===== src/rtl/stopwatch_time_core_if.sv =====
// Stopwatch time core bus.
// Groups the debounced button pulses, the clock-enable ticks, the adjust
// controls and the displayed time/status that leave the core.
//   pause_p, clr_p       : single-cycle debounced button pulses
//   tick_1hz, tick_2hz   : single-cycle clock-enable ticks
//   adj, sel             : adjust-mode switch and field select (0 = min, 1 = sec)
//   min_t, min_o         : minutes tens/ones, BCD
//   sec_t, sec_o         : seconds tens/ones, BCD
//   running              : 1 = RUN, 0 = PAUSED
//   rollover             : one-cycle pulse on a 59:59 -> 00:00 count wrap
// The master side (button/tick logic or a testbench) drives the controls.
// The slave side (the time core) drives the time and status.
interface stopwatch_time_core_if;
  logic       pause_p;
  logic       clr_p;
  logic       tick_1hz;
  logic       tick_2hz;
  logic       adj;
  logic       sel;
  logic [3:0] min_t;
  logic [3:0] min_o;
  logic [3:0] sec_t;
  logic [3:0] sec_o;
  logic       running;
  logic       rollover;

  modport master (
    output pause_p, clr_p, tick_1hz, tick_2hz, adj, sel,
    input  min_t, min_o, sec_t, sec_o, running, rollover
  );

  modport slave (
    input  pause_p, clr_p, tick_1hz, tick_2hz, adj, sel,
    output min_t, min_o, sec_t, sec_o, running, rollover
  );
endinterface


===== src/rtl/stopwatch_time_core.sv =====
// Stopwatch time core.
// Keeps the MM:SS time as four BCD digits (00:00 .. 59:59) and a run/pause
// state. In normal mode the time advances on tick_1hz while running. In
// adjust mode the selected field advances on tick_2hz and wraps without carry.
// Ports:
//   clk   : system clock, all state changes on its rising edge
//   rst_n : asynchronous active-low reset
//   bus   : stopwatch_time_core_if.slave, carrying the controls in and the time out
module stopwatch_time_core #(
  parameter int MAX_TENS = 5,
  parameter int MAX_ONES = 9
) (
  input  logic                  clk,
  input  logic                  rst_n,
  stopwatch_time_core_if.slave  bus
);

  localparam logic [3:0] TENS_MAX = 4'(MAX_TENS);
  localparam logic [3:0] ONES_MAX = 4'(MAX_ONES);

  typedef enum logic {
    PAUSED = 1'b0,
    RUN    = 1'b1
  } state_t;

  state_t     state;
  logic [3:0] min_t;
  logic [3:0] min_o;
  logic [3:0] sec_t;
  logic [3:0] sec_o;
  logic       rollover;
  logic       sec_at_max;
  logic       min_at_max;

  // Advance a two-digit BCD field by one and wrap at the field maximum.
  function automatic logic [7:0] inc_field(input logic [3:0] tens,
                                           input logic [3:0] ones);
    logic [3:0] t;
    logic [3:0] o;
    t = tens;
    o = ones;
    if (ones == ONES_MAX) begin
      o = 4'd0;
      t = (tens == TENS_MAX) ? 4'd0 : tens + 4'd1;
    end else begin
      o = ones + 4'd1;
    end
    return {t, o};
  endfunction

  assign sec_at_max = (sec_t == TENS_MAX) && (sec_o == ONES_MAX);
  assign min_at_max = (min_t == TENS_MAX) && (min_o == ONES_MAX);

  // The run/pause toggle ignores adj and clr_p. The digit block below samples
  // the state from before this edge, so a pause in the same cycle as a tick
  // still uses the old state for the increment decision.
  always_ff @(posedge clk or negedge rst_n) begin
    if (!rst_n) begin
      state <= PAUSED;
    end else if (bus.pause_p) begin
      state <= (state == RUN) ? PAUSED : RUN;
    end
  end

  // The digit update applies clear first, then adjust, then the normal count.
  // rollover defaults low so that it only pulses for the single wrap cycle.
  always_ff @(posedge clk or negedge rst_n) begin
    if (!rst_n) begin
      min_t    <= 4'd0;
      min_o    <= 4'd0;
      sec_t    <= 4'd0;
      sec_o    <= 4'd0;
      rollover <= 1'b0;
    end else begin
      rollover <= 1'b0;
      if (bus.clr_p) begin
        min_t <= 4'd0;
        min_o <= 4'd0;
        sec_t <= 4'd0;
        sec_o <= 4'd0;
      end else if (bus.adj) begin
        if (bus.tick_2hz) begin
          if (bus.sel) begin
            {sec_t, sec_o} <= inc_field(sec_t, sec_o);
          end else begin
            {min_t, min_o} <= inc_field(min_t, min_o);
          end
        end
      end else if ((state == RUN) && bus.tick_1hz) begin
        {sec_t, sec_o} <= inc_field(sec_t, sec_o);
        if (sec_at_max) begin
          {min_t, min_o} <= inc_field(min_t, min_o);
          if (min_at_max) begin
            rollover <= 1'b1;
          end
        end
      end
    end
  end

  assign bus.min_t    = min_t;
  assign bus.min_o    = min_o;
  assign bus.sec_t    = sec_t;
  assign bus.sec_o    = sec_o;
  assign bus.running  = state;
  assign bus.rollover = rollover;

endmodule


===== src/flat_wrapper.sv =====
// flat-port wrapper written by rule: the top's interface ports become plain ports
module stopwatch_time_core_flat 
#(
  parameter int MAX_TENS = 5,
  parameter int MAX_ONES = 9
)
  (clk, rst_n, bus_pause_p, bus_clr_p, bus_tick_1hz, bus_tick_2hz, bus_adj, bus_sel, bus_min_t, bus_min_o, bus_sec_t, bus_sec_o, bus_running, bus_rollover);
  stopwatch_time_core_if bus_i ();
  input  logic clk;
  input  logic rst_n;
  input wire logic [$bits(bus_i.pause_p)-1:0] bus_pause_p;
  input wire logic [$bits(bus_i.clr_p)-1:0] bus_clr_p;
  input wire logic [$bits(bus_i.tick_1hz)-1:0] bus_tick_1hz;
  input wire logic [$bits(bus_i.tick_2hz)-1:0] bus_tick_2hz;
  input wire logic [$bits(bus_i.adj)-1:0] bus_adj;
  input wire logic [$bits(bus_i.sel)-1:0] bus_sel;
  output wire logic [$bits(bus_i.min_t)-1:0] bus_min_t;
  output wire logic [$bits(bus_i.min_o)-1:0] bus_min_o;
  output wire logic [$bits(bus_i.sec_t)-1:0] bus_sec_t;
  output wire logic [$bits(bus_i.sec_o)-1:0] bus_sec_o;
  output wire logic [$bits(bus_i.running)-1:0] bus_running;
  output wire logic [$bits(bus_i.rollover)-1:0] bus_rollover;
  assign bus_i.pause_p = bus_pause_p;
  assign bus_i.clr_p = bus_clr_p;
  assign bus_i.tick_1hz = bus_tick_1hz;
  assign bus_i.tick_2hz = bus_tick_2hz;
  assign bus_i.adj = bus_adj;
  assign bus_i.sel = bus_sel;
  assign bus_min_t = bus_i.min_t;
  assign bus_min_o = bus_i.min_o;
  assign bus_sec_t = bus_i.sec_t;
  assign bus_sec_o = bus_i.sec_o;
  assign bus_running = bus_i.running;
  assign bus_rollover = bus_i.rollover;
  stopwatch_time_core #(.MAX_TENS(MAX_TENS), .MAX_ONES(MAX_ONES)) u_core (.clk(clk), .rst_n(rst_n), .bus(bus_i));
endmodule

===== config.mk =====
export PLATFORM = sky130hd
export DESIGN_NAME = stopwatch_time_core_flat
export DESIGN_NICKNAME = d
export VERILOG_FILES = /design/src/rtl/stopwatch_time_core_if.sv /design/src/rtl/stopwatch_time_core.sv /design/src/flat_wrapper.sv
export SDC_FILE = /design/constraint.sdc
export NUM_CORES = 1
export LEC_CHECK = 0
export CAP_MARGIN = 10
export CORE_UTILIZATION = 25
export CTS_BUF_LIST = sky130_fd_sc_hd__clkbuf_16
export DETAILED_ROUTE_END_ITERATION = 10
export PLACE_DENSITY = 0.43
export SYNTH_ARGS = -nofsm -noshare
export SYNTH_HDL_FRONTEND = slang
export SYNTH_SLANG_ARGS = --single-unit

===== constraint.sdc =====
create_clock -name clk -period 4.85 [get_ports clk]
set_input_delay 1.455 -clock clk [delete_from_list [all_inputs] [get_ports clk]]
set_output_delay 1.455 -clock clk [all_outputs]
set_load 0.005 [all_outputs]

Word level (Yosys, flattened, before mapping)
Index checks and enable logic that the tools add are counted.

storage, ports and cells
  output and inout bits = 18
  bits in registers = 18
  bits of input ports = 8
  logic and storage cells = 58

operators by class
  reduce and logical (&&, ||, !) cells = 7
  add/subtract/negate cells = 4
  eq/ne operators = 7
  mux-type cells = 34

operators by type and width
  cell                   number
  $mux W4                28
  $add A4 B1 Y4 const B  4
  $eq A4 B3 Y1 const B   2
  $eq A4 B4 Y1 const B   2
  $mux W1                6
  $ne A3 B3 Y1 const B   2
  $reduce_bool A3 Y1     2
  $reduce_and A4 Y1      1
  $logic_and A1 B1 Y1    3
  $ne A3 B2 Y1 const B   1
  $reduce_and A3 Y1      1

Depth between registers and ports, before layout
Gate-level depths: netlist of run 1.

  depth in word-level cells = 7
  depth in mapped cells = 8
  gate-level depth less buffers = 6

Worst setup path before layout of run 1
Ideal clock, no wire load.

  path kind = input-to-reg
  start = in bus_adj
  end = reg u_core.min_t[0] (netlist: u_core.bus.min_t[0])
  stages on the path = 5
  required time = 4.725 ns
  path buffers = 1
  arrival = 2.443 ns
  setup slack = 2.282 ns
  cell sequence = and3b_1 > a31o_1 > buf_6 > a21oi_4 > mux2_4

on the way
  longest elaborated chain between the ends = 2
  elaborated cells on any way between the ends = 7
  classes of those cells = eq/ne: 2; mux: 2; reduce/logical: 3

ends and longest elaborated chain
  what                                                    RTL line                   text
  from (decl)                                             flat_wrapper.sv:15         input wire logic [$bits(bus_i.adj)-1:0] bus_adj;
  $ne A3 B3 Y1 (no line), or another cell as far along    --
  $reduce_and A4 Y1 (no line) or $mux W4 (tied branches)  --
  to (signal assigned)                                    stopwatch_time_core.sv:86  {min_t, min_o} <= inc_field(min_t, min_o);
  to (signal assigned)                                    stopwatch_time_core.sv:92  {min_t, min_o} <= inc_field(min_t, min_o);
  to (decl)                                               stopwatch_time_core.sv:27  logic [3:0] min_t;

Several ways; a longest one is shown, not always the timed one.
A chain may end at the register's enable or synchronous reset.

Worst setup path in the final report of run 1
  start = in bus_adj
  end = reg u_core.sec_t[3] (netlist: u_core.bus.sec_t[3])

on the way
  longest elaborated chain between the ends = 2
  elaborated cells on any way between the ends = 6
  classes of those cells = eq/ne: 2; mux: 2; reduce/logical: 2

ends and longest elaborated chain
  what                                                    RTL line                   text
  $ne A3 B2 Y1 (no line), or another cell as far along    --
  $reduce_and A3 Y1 (no line) or $mux W4 (tied branches)  --
  to (signal assigned)                                    stopwatch_time_core.sv:84  {sec_t, sec_o} <= inc_field(sec_t, sec_o);
  to (signal assigned)                                    stopwatch_time_core.sv:90  {sec_t, sec_o} <= inc_field(sec_t, sec_o);
  to (decl)                                               stopwatch_time_core.sv:29  logic [3:0] sec_t;

Several ways; a longest one is shown, not always the timed one.

==> out/results.ini, run 1 <==
[run_status]
outcome=completed

[setup_path]
path_cells=clkdlybuf4s50_1 > and3b_1 > a311oi_1 > buf_4 > or4_1 > o31ai_1
arrival_ns=3.20
crit_fanout=12
slowest_delay_ns=0.53
worst_path_max_delay_cell=or4_1
crit_path_end_kind=flop
path_class=in -> reg
cp.required_ns=4.99
critPathLaunchType=input pin

[timing]
fin_crit_ns=3.05
rsz0062_at_grt=no
fin_crit_sh_pct=62.9
final_hold_viol_count=0
drv_slew=0
finalSetupViolCount=0
finClkSkew_ns=0.00129
fmaxAchievable_mhz=328
slew-limit-headroom_pct=44.4
hold_ws_ns=0.494
setup_tns_ns=0
worst_pin_slew_ns=0.832

[floorplanning]
row_count=23
fp.dieArea_sq_um=4640
pin_count=26
dieHeight_um=68.1
start_util_pct=26.7
core-area_sq_um=4090
floorplan.die.width_um=68.1

[cts]
cts_root_buffer=clkbuf_16
clockBufferDepth=2
cts-buffers-inserted=3
cts_hold_buffers=0
cts_tree=done
ctsHtreeMaxLevel=1
cts_resized=0
postCtsSetupRepairBufs=0
clkTransAtPathRegs_ns=0.05
clk_latency_ns=0.24
clock-sinks=18

[power_and_ir_drop]
p_int_w=0.000356
seq_power_share_pct=42.0
swShare_pct=26.3
power_density_nw_per_um2=335
p_comb_share_pct=25.0
p_leak_nw=0.607
p_sw_w=0.000127
clockPowerShare_pct=33.0
peakVddDrop_v=0.000120

[global_routing]
grt_max_degree=20
grt_pass1_vias=849
gr-usage-all-layers_pct=11.3
antenna_found_initial=0
grt_pass1_wl_mm=3.91
overflow=0

[yosys]
synth-warning-count=0
synth_fa_ha_area_share_pct=9.16
ys_types=37
avgSynthCellArea_sq_um=10.3
synthMuxAreaShare_pct=4.58
synth_cells=106
synth-seq-area-share_pct=41.2
synth_nets=122
synth_compound_area_share_pct=18.2
ys_seq_elements=18
yosys.area_share.simple_pct=19.9
yosys.area_share.xor_xnor_pct=0.802
syn_area_sq_um=1090
synth_top_family_by_area=simple AND/OR/NAND/NOR gates

[cells_and_area]
diodes=0
area_growth_pct=32.2
nets=147
stdcell_count=179
drive_gt1_share_pct=9.30

[route]
vias_per_cell=4.85
drc=0
drtIter0Drc=29
ant_nets=0
avgRoutedWirePerCell_um=13.2
num_vias=868
drt-total-wl_mm=2.37
first_pass_iters=4

[placed_design]
place_hpwl_mm=1.70
dp.cells=176
io_buffers=25
gp_congestion=0.734

[min_path]
min_path_type=reg -> reg

[flow_run]
maxCapViolations=0

[final cells by class]
type	instances	area, sq um
fillers	416	2640
multi-input cells	77	576
flip-flops and latches	18	450
repair buffers	27	265
clock buffers	3	75.1
well taps	50	62.6
inverters	4	15.0
[Yosys cell counts]
master	number	area share (%)
a211o_1	1	0.80
a211oi_1	1	0.69
a21oi_1	2	0.92
a21oi_4	1	1.5
a311oi_1	2	1.6
a31o_1	1	0.80
a31o_2	2	1.6
a41oi_1	1	0.80
and3b_1	5	4.0
buf_1	1	0.34
buf_2	2	0.92
buf_6	3	3.1
clkbuf_1	1	0.34
dfrtp_1	18	41
ha_1	8	9.2
inv_1	4	1.4
mux2_4	2	2.7
mux2i_1	2	1.8
nand2_1	3	1.0
nand2b_1	5	2.9
nand3_1	4	1.8
nand3b_1	1	0.69
nand4_1	1	0.57
nor2_1	8	2.7
nor3_1	3	1.4
nor3b_1	2	1.4
nor4b_1	1	0.80
o21ai_0	7	3.2
o21ai_1	1	0.46
o2bb2ai_1	2	1.6
o31ai_1	5	3.4
o41ai_1	1	0.80
or2_2	1	0.57
or3_1	1	0.57
or3b_2	1	0.80
or4_1	1	0.69
xor2_1	1	0.80
[layer usage]
metal  GRT usage (%)  up-vias  share of wire, %  wire length [um]
met3            1.67        2               3.4                81
met4            3.91        0              0.30                 7
met5               0        -                 0                 0
li1                -      434                 -                 -
met2            17.2       21                43              1010
met1            16.2      411                53              1270
[metrics by stage]
| step | worst slack (ns) | area [sq um] | util (%) | power (W) |
|---|---|---|---|---|
| finish | 1.80 | 1440 | 35.3 | 0.000483 |
| global route | 1.64 | 1440 | 35.3 | 0.000515 |
| CTS | 1.80 | 1440 | 35.3 | 0.000493 |
| detailed placement | 1.58 | 1370 | 33.5 | 0.000327 |
| global placement | 1.64 | 1370 | 33.5 | 0.000328 |
| floorplan | 2.28 | 1090 | - | 0.000257 |
[state kept, by name (all words and copies together) (netlist names)]
name	flops
u_core.bus.min_t	4
u_core.bus.min_o	4
u_core.bus.sec_t	4
u_core.bus.sec_o	4
u_core.bus.rollover	1
u_core.bus.running	1
[critical path: cells and delay by family]
family | cells | cell delay, ns
and+or+nand+nor | 2 | 0.82
AOI/OAI and AO/OA | 2 | 0.31
buffers and inverters | 2 | 0.61
[layout by cell type (no fill, tap or decap)]
cell type,count
or2_2,1
a31o_2,2
nor2_1,8
xor2_1,1
buf_4,2
a21oi_1,2
o2bb2ai_1,2
a211oi_1,1
a31o_1,1
mux2i_1,2
nand2b_1,5
nand2_1,3
o21ai_0,7
or4_1,1
o21ai_1,1
a21oi_4,1
or3_1,1
o41ai_1,1
ha_1,8
clkbuf_16,3
dfrtp_1,18
and3b_1,5
nor3_1,3
o31ai_1,5
nor3b_1,2
mux2_4,2
or3b_2,1
nor4b_1,1
nand4_1,1
nand3_1,4
clkdlybuf4s50_1,25
nand3b_1,1
a41oi_1,1
a211o_1,1
inv_1,4
a311oi_1,2
[cell families (layout without fill, tap and decap cells)]
kind of cell | Yosys count | after routing
muxes | 4 | 4
xor gates and xnor gates | 1 | 1
and+or+nand+nor | 37 | 37
DFF | 18 | 18
adders and majority gates | 8 | 8
AOI/OAI and AO/OA | 27 | 27
buffers and inverters | 11 | 34
[power groups by stage]
stage	Clock [W]	Sequential, W	Combinational, W
3_5_place_dp	0	0.000205	0.000122
4_1_cts	0.000167	0.000203	0.000123
3_3_place_gp	0	0.000205	0.000123
2_1_floorplan	0	0.000201	0.0000565
6_report	0.000160	0.000203	0.000121
5_1_grt	0.000171	0.000207	0.000137
[final timing paths]
| check | start | endpoint | slack (ns) | depth (start not counted) |
|---|---|---|---|---|
| hold / removal | u_core.bus.running | u_core.bus.running | 0.49 | 1 |
| min in group asynchronous | rst_n | u_core.bus.running | 1.69 | 1 |
| max in group asynchronous | rst_n | u_core.bus.sec_o[1] | 2.64 | 1 |
| setup reg to reg | u_core.bus.sec_o[0] | u_core.bus.min_t[0] | 2.86 | 5 |
| hold reg to reg | u_core.bus.running | u_core.bus.running | 0.49 | 1 |
| setup / recovery | bus_adj | u_core.bus.sec_t[3] | 1.80 | 6 |
No activity file was read; power rests on OpenSTA's default activity.
==> run 2: changes to the inputs <==
- clock period: 4.85 -> 3.05 ns (I/O delays scaled with it)
==> run 2 against run 1 <==
Routed wire length down 0.84%; non-clock buffer count up 2; sequential power up 58%; clock power up 62%; critical path type unchanged; critical endpoint unchanged.
==> out/results.ini, run 2 (synthesis results as in run 1) <==
[run_status]
outcome=completed

[power_and_ir_drop]
power_density_nw_per_um2=531  ; +59%
peakVddDrop_v=0.000240  ; +99%
p_total_w=0.000776  ; +61%
p_leak_nw=0.618  ; +1.8%

[timing]
finClkSkew_ns=0.00238  ; +0.00108 ns
fin_crit_sh_pct=79.3
rsz0062_at_grt=no
worst_pin_slew_ns=0.412  ; -0.420 ns
setup_tns_ns=0  ; unchanged
fmaxAchievable_mhz=414
drv_slew=0  ; unchanged
fin_crit_ns=2.42
final_hold_viol_count=0  ; unchanged
hold_ws_ns=0.483  ; -0.0110 ns
finalSetupViolCount=0  ; unchanged
slew-limit-headroom_pct=72.5  ; +28 points

[cells_and_area]
final_common_cell=clkdlybuf4s50_1
drive_gt1_share_pct=10.6  ; +1.3 points
stdcell_count=182  ; +1.7%
area_growth_pct=33.9
most-common-layout-cells=clkdlybuf4s50_1, dfrtp_1, nor2_1, ha_1, o21ai_0
diodes=0  ; unchanged
nets=149  ; +1.4%
num-fill-cells=434  ; +4.3%
fin_area_sq_um=1460  ; +1.3%

[setup_path]
critPathLaunchType=input pin
arrival_ns=2.57  ; -0.63 ns
cp.required_ns=3.20  ; -1.79 ns
crit_fanout=11  ; -1
crit_path_end_kind=flop
path_class=in -> reg

[cts]
clockBufferDepth=2  ; unchanged
clk_latency_ns=0.25  ; about the same
postCtsSetupRepairBufs=0  ; unchanged
clkTransAtPathRegs_ns=0.05  ; about the same
cts_hold_buffers=0  ; unchanged
cts_tree=done
cts_resized=0  ; unchanged
cts_root_buffer=clkbuf_16
clock-sinks=18  ; unchanged
ctsHtreeMaxLevel=1  ; unchanged
cts-buffers-inserted=3  ; unchanged

[placed_design]
postPlaceCellArea_sq_um=1380  ; +1.1%
place_hpwl_mm=1.75  ; +3.4%
gp_congestion=0.810  ; +10%
io_buffers=25  ; unchanged
dp.cells=178  ; +1.1%

[floorplanning]
fp.dieArea_sq_um=4640  ; unchanged
dieHeight_um=68.1  ; unchanged
floorplan.die.width_um=68.1  ; unchanged
pin_count=26  ; unchanged
start_util_pct=26.7  ; unchanged
row_count=23  ; unchanged
core-area_sq_um=4090  ; unchanged

[route]
vias_per_cell=5.00  ; +3.1%
avgRoutedWirePerCell_um=12.9  ; -2.5%
drtIter0Drc=23  ; -21%
first_pass_iters=4  ; unchanged
ant_nets=0  ; unchanged
num_vias=910  ; +4.8%
drc=0  ; unchanged
drt-total-wl_mm=2.35  ; -0.84%

[global_routing]
gr-usage-all-layers_pct=11.6  ; +0.25 points
overflow=0  ; unchanged
antenna_found_initial=0  ; unchanged
grt_pass1_wl_mm=3.93  ; +0.54%
grt_pass1_vias=887  ; +4.5%
grt_max_degree=19  ; -5.0%

[min_path]
min_path_type=reg -> reg

[flow_run]
maxCapViolations=0  ; unchanged

## run 2: critical path, stage by stage
cell and delay, ns:
clkdlybuf4s50_1 0.72, nor2_1 0.21, or4_1 0.49, o31ai_1 0.23
## run 2: area by class of cell
class	instances	area (sq um)	share of cell area, %
multi-input cells	77	576	39.3
flip-flops and latches	18	450	30.8
repair buffers	29	280	19.2
clock buffers	3	75.1	5.13
well taps	50	62.6	4.28
inverters	4	15.0	1.03
clock inverters	1	3.75	0.257
## run 2: stage by stage
stage / util [%] / setup WS (ns)
6_report: 35.8 / 0.632
5_1_grt: 35.8 / 0.524
4_1_cts: 35.8 / 0.654
3_5_place_dp: 33.9 / 0.383
3_3_place_gp: 33.9 / 0.423
2_1_floorplan: - / 1.02
## run 2: report_power, final
| group | internal (W) | switching, W | total [W] |
|---|---|---|---|
| clock network | 0.000174 | 0.0000864 | 0.000260 |
| registers | 0.000275 | 0.0000453 | 0.000320 |
| logic | 0.000121 | 0.0000745 | 0.000196 |
## run 2: path summary, 6_finish.rpt
path	start	endpoint	slack, ns	cells after the start
setup / recovery	bus_clr_p	u_core.bus.sec_t[3]	0.63	4
hold / removal	u_core.bus.running	u_core.bus.running	0.48	1
setup reg to reg	u_core.bus.sec_o[0]	u_core.bus.min_t[1]	1.08	5
hold reg to reg	u_core.bus.running	u_core.bus.running	0.48	1
max in group asynchronous	rst_n	u_core.bus.min_t[1]	1.84	2
min in group asynchronous	rst_n	u_core.bus.min_t[3]	1.00	2
## run 2: routing by layer
metal,vias to the layer above,share of wire [%],GRT usage [%]
met2,21,44,17.4
li1,440,-,-
met1,447,51,16.0
met5,-,0,0
met3,2,3.6,1.67
met4,0,0.81,5.73
==> run 3: changes to the inputs <==
- clock period: 3.05 -> 2.5 ns (I/O delays scaled with it)
==> run 3 against run 2 <==
Sequential share of layout area shrank 0.24 points; clock skew grew 0.0013 ns; total power grew 22%; cell count grew 0.55%; clock-buffer cell count is the same; largest cell class unchanged.
==> out/results.ini, run 3 (synthesis results as in run 1) <==
[cells_and_area]
final_common_cell=clkdlybuf4s50_1
most-common-layout-cells=clkdlybuf4s50_1, dfrtp_1, nor2_1, ha_1, o21ai_0
area_growth_pct=34.9
nets=151  ; +1.3%
diodes=0  ; unchanged
utilization_pct=36.1  ; +0.28 points
stdcell_count=183  ; +0.55%
drive_gt1_share_pct=12.0  ; +1.4 points

[power_and_ir_drop]
p_total_w=0.000945  ; +22%
p_leak_nw=0.627  ; +1.4%
p_int_w=0.000695  ; +22%
clockPowerShare_pct=32.9  ; -0.7 points
peakVddDrop_v=0.000251  ; +4.6%
power_density_nw_per_um2=641  ; +21%
p_comb_share_pct=25.4  ; +0.2 points
swShare_pct=26.4  ; -0.11 points
seq_power_share_pct=41.7  ; +0.5 points
p_sw_w=0.000250  ; +21%

[setup_path]
rr_startpoint=u_core.bus.sec_o[1]
cp_top_family=compound AO/OA/AOI/OAI gates
path_class=in -> reg
slowest_delay_ns=0.43  ; -0.29 ns
r2r_cells=7  ; +2
reg2reg_slack_ns=0.63  ; -0.45 ns
rr_endpoint=u_core.bus.min_o[3]
cp.required_ns=2.63  ; -0.57 ns
worst_path_max_delay_cell=clkdlybuf4s50_1
crit_fanout=6  ; -5
arrival_ns=2.31  ; -0.26 ns
critPathBufInv=2  ; +1
critPathLaunchType=input pin
crit_path_end_kind=flop
path_cells=clkdlybuf4s50_1 > and3b_1 > a31o_1 > buf_4 > a41oi_1 > a311oi_1

[timing]
rsz0062_at_grt=no
finalSetupViolCount=0  ; unchanged
fin_crit_ns=2.17
final_hold_viol_count=0  ; unchanged
fmaxAchievable_mhz=461
setup_tns_ns=0  ; unchanged
worst_pin_slew_ns=0.345  ; -0.0666 ns
slew-limit-headroom_pct=77.0  ; +4.5 points
fin_crit_sh_pct=86.8
finClkSkew_ns=0.00364  ; +0.00126 ns
drv_slew=0  ; unchanged

[floorplanning]
core-area_sq_um=4090  ; unchanged
fp.dieArea_sq_um=4640  ; unchanged
row_count=23  ; unchanged
start_util_pct=26.7  ; unchanged
floorplan.die.width_um=68.1  ; unchanged
pin_count=26  ; unchanged
dieHeight_um=68.1  ; unchanged

[cts]
cts_tree=done
cts_resized=0  ; unchanged
cts_hold_buffers=0  ; unchanged
clock-sinks=18  ; unchanged
cts_root_buffer=clkbuf_16
clk_latency_ns=0.24  ; about the same
clockBufferDepth=2  ; unchanged
clkTransAtPathRegs_ns=0.05  ; about the same
cts-buffers-inserted=3  ; unchanged
ctsHtreeMaxLevel=1  ; unchanged
postCtsSetupRepairBufs=0  ; unchanged

[global_routing]
gr-usage-all-layers_pct=12.1  ; +0.52 points
grt_pass1_vias=851  ; -4.1%
antenna_found_initial=0  ; unchanged
overflow=0  ; unchanged
grt_pass1_wl_mm=4.09  ; +4.0%
grt_max_degree=19  ; unchanged

[route]
avgRoutedWirePerCell_um=13.3  ; +3.1%
num_vias=885  ; -2.7%
ant_nets=0  ; unchanged
drc=0  ; unchanged
vias_per_cell=4.84  ; -3.3%
drtIter0Drc=31  ; +35%
first_pass_iters=4  ; unchanged
drt-total-wl_mm=2.43  ; +3.7%

[placed_design]
place_hpwl_mm=1.83  ; +4.3%
io_buffers=25  ; unchanged
dp.cells=180  ; +1.1%
gp_congestion=0.774  ; -4.4%

[run_status]
outcome=completed

[min_path]
whs_path_depth=1  ; unchanged
hold_start=u_core.bus.running
min_to=u_core.bus.running
min_path_type=reg -> reg

[flow_run]
maxCapViolations=0  ; unchanged

## run 3: changes by cell type in the layout (fill, tap and decap cells not counted)
cell,previous run,this run
clkinv_1,1,0
buf_4,4,6
## run 3: area by class of cell
class	instances	area, sq um
tap	50	62.6
inverter	4	15.0
sequential	18	450
fill	425	2610
clock buffer	3	75.1
multi-input combinational	77	576
timing repair buffer	31	295
## run 3: worst max-delay path by stage
stage	startpoint	to	slack (ns)	cells past startpoint
2_1_floorplan	u_core.bus.sec_o[0]	u_core.bus.min_t[0]	0.63	7
3_3_place_gp	bus_adj	u_core.bus.sec_t[0]	0.10	5
3_5_place_dp	bus_adj	u_core.bus.min_o[3]	0.07	6
4_1_cts	bus_adj	u_core.bus.min_o[3]	0.31	6
5_1_grt	bus_adj	u_core.bus.min_o[3]	0.18	6
6_report	bus_adj	u_core.bus.min_o[3]	0.33	6
## run 3: metrics by stage
step	setup slack (ns)	instance area (sq um)	hold slack, ns
after floorplan	0.633	1090	0.454
after global placement	0.102	1400	0.502
after detailed placement	0.0661	1400	0.493
after CTS	0.309	1470	0.503
after global routing	0.184	1470	0.521
final	0.329	1470	0.497
## run 3: power groups by stage
stage | clock network [W] | registers (W) | logic [W]
floorplan | 0 | 0.000390 | 0.000110
global placement | 0 | 0.000397 | 0.000244
detailed placement | 0 | 0.000398 | 0.000242
CTS | 0.000323 | 0.000394 | 0.000244
global route | 0.000333 | 0.000403 | 0.000271
finish | 0.000311 | 0.000394 | 0.000240
## run 3: metal layers
layer  wire [um]  GRT usage, %  share of wire, %
met3          98          1.67               4.0
met1        1290          17.6                53
met5           0             0                 0
met2        1020          17.2                42
met4          27          6.25               1.1
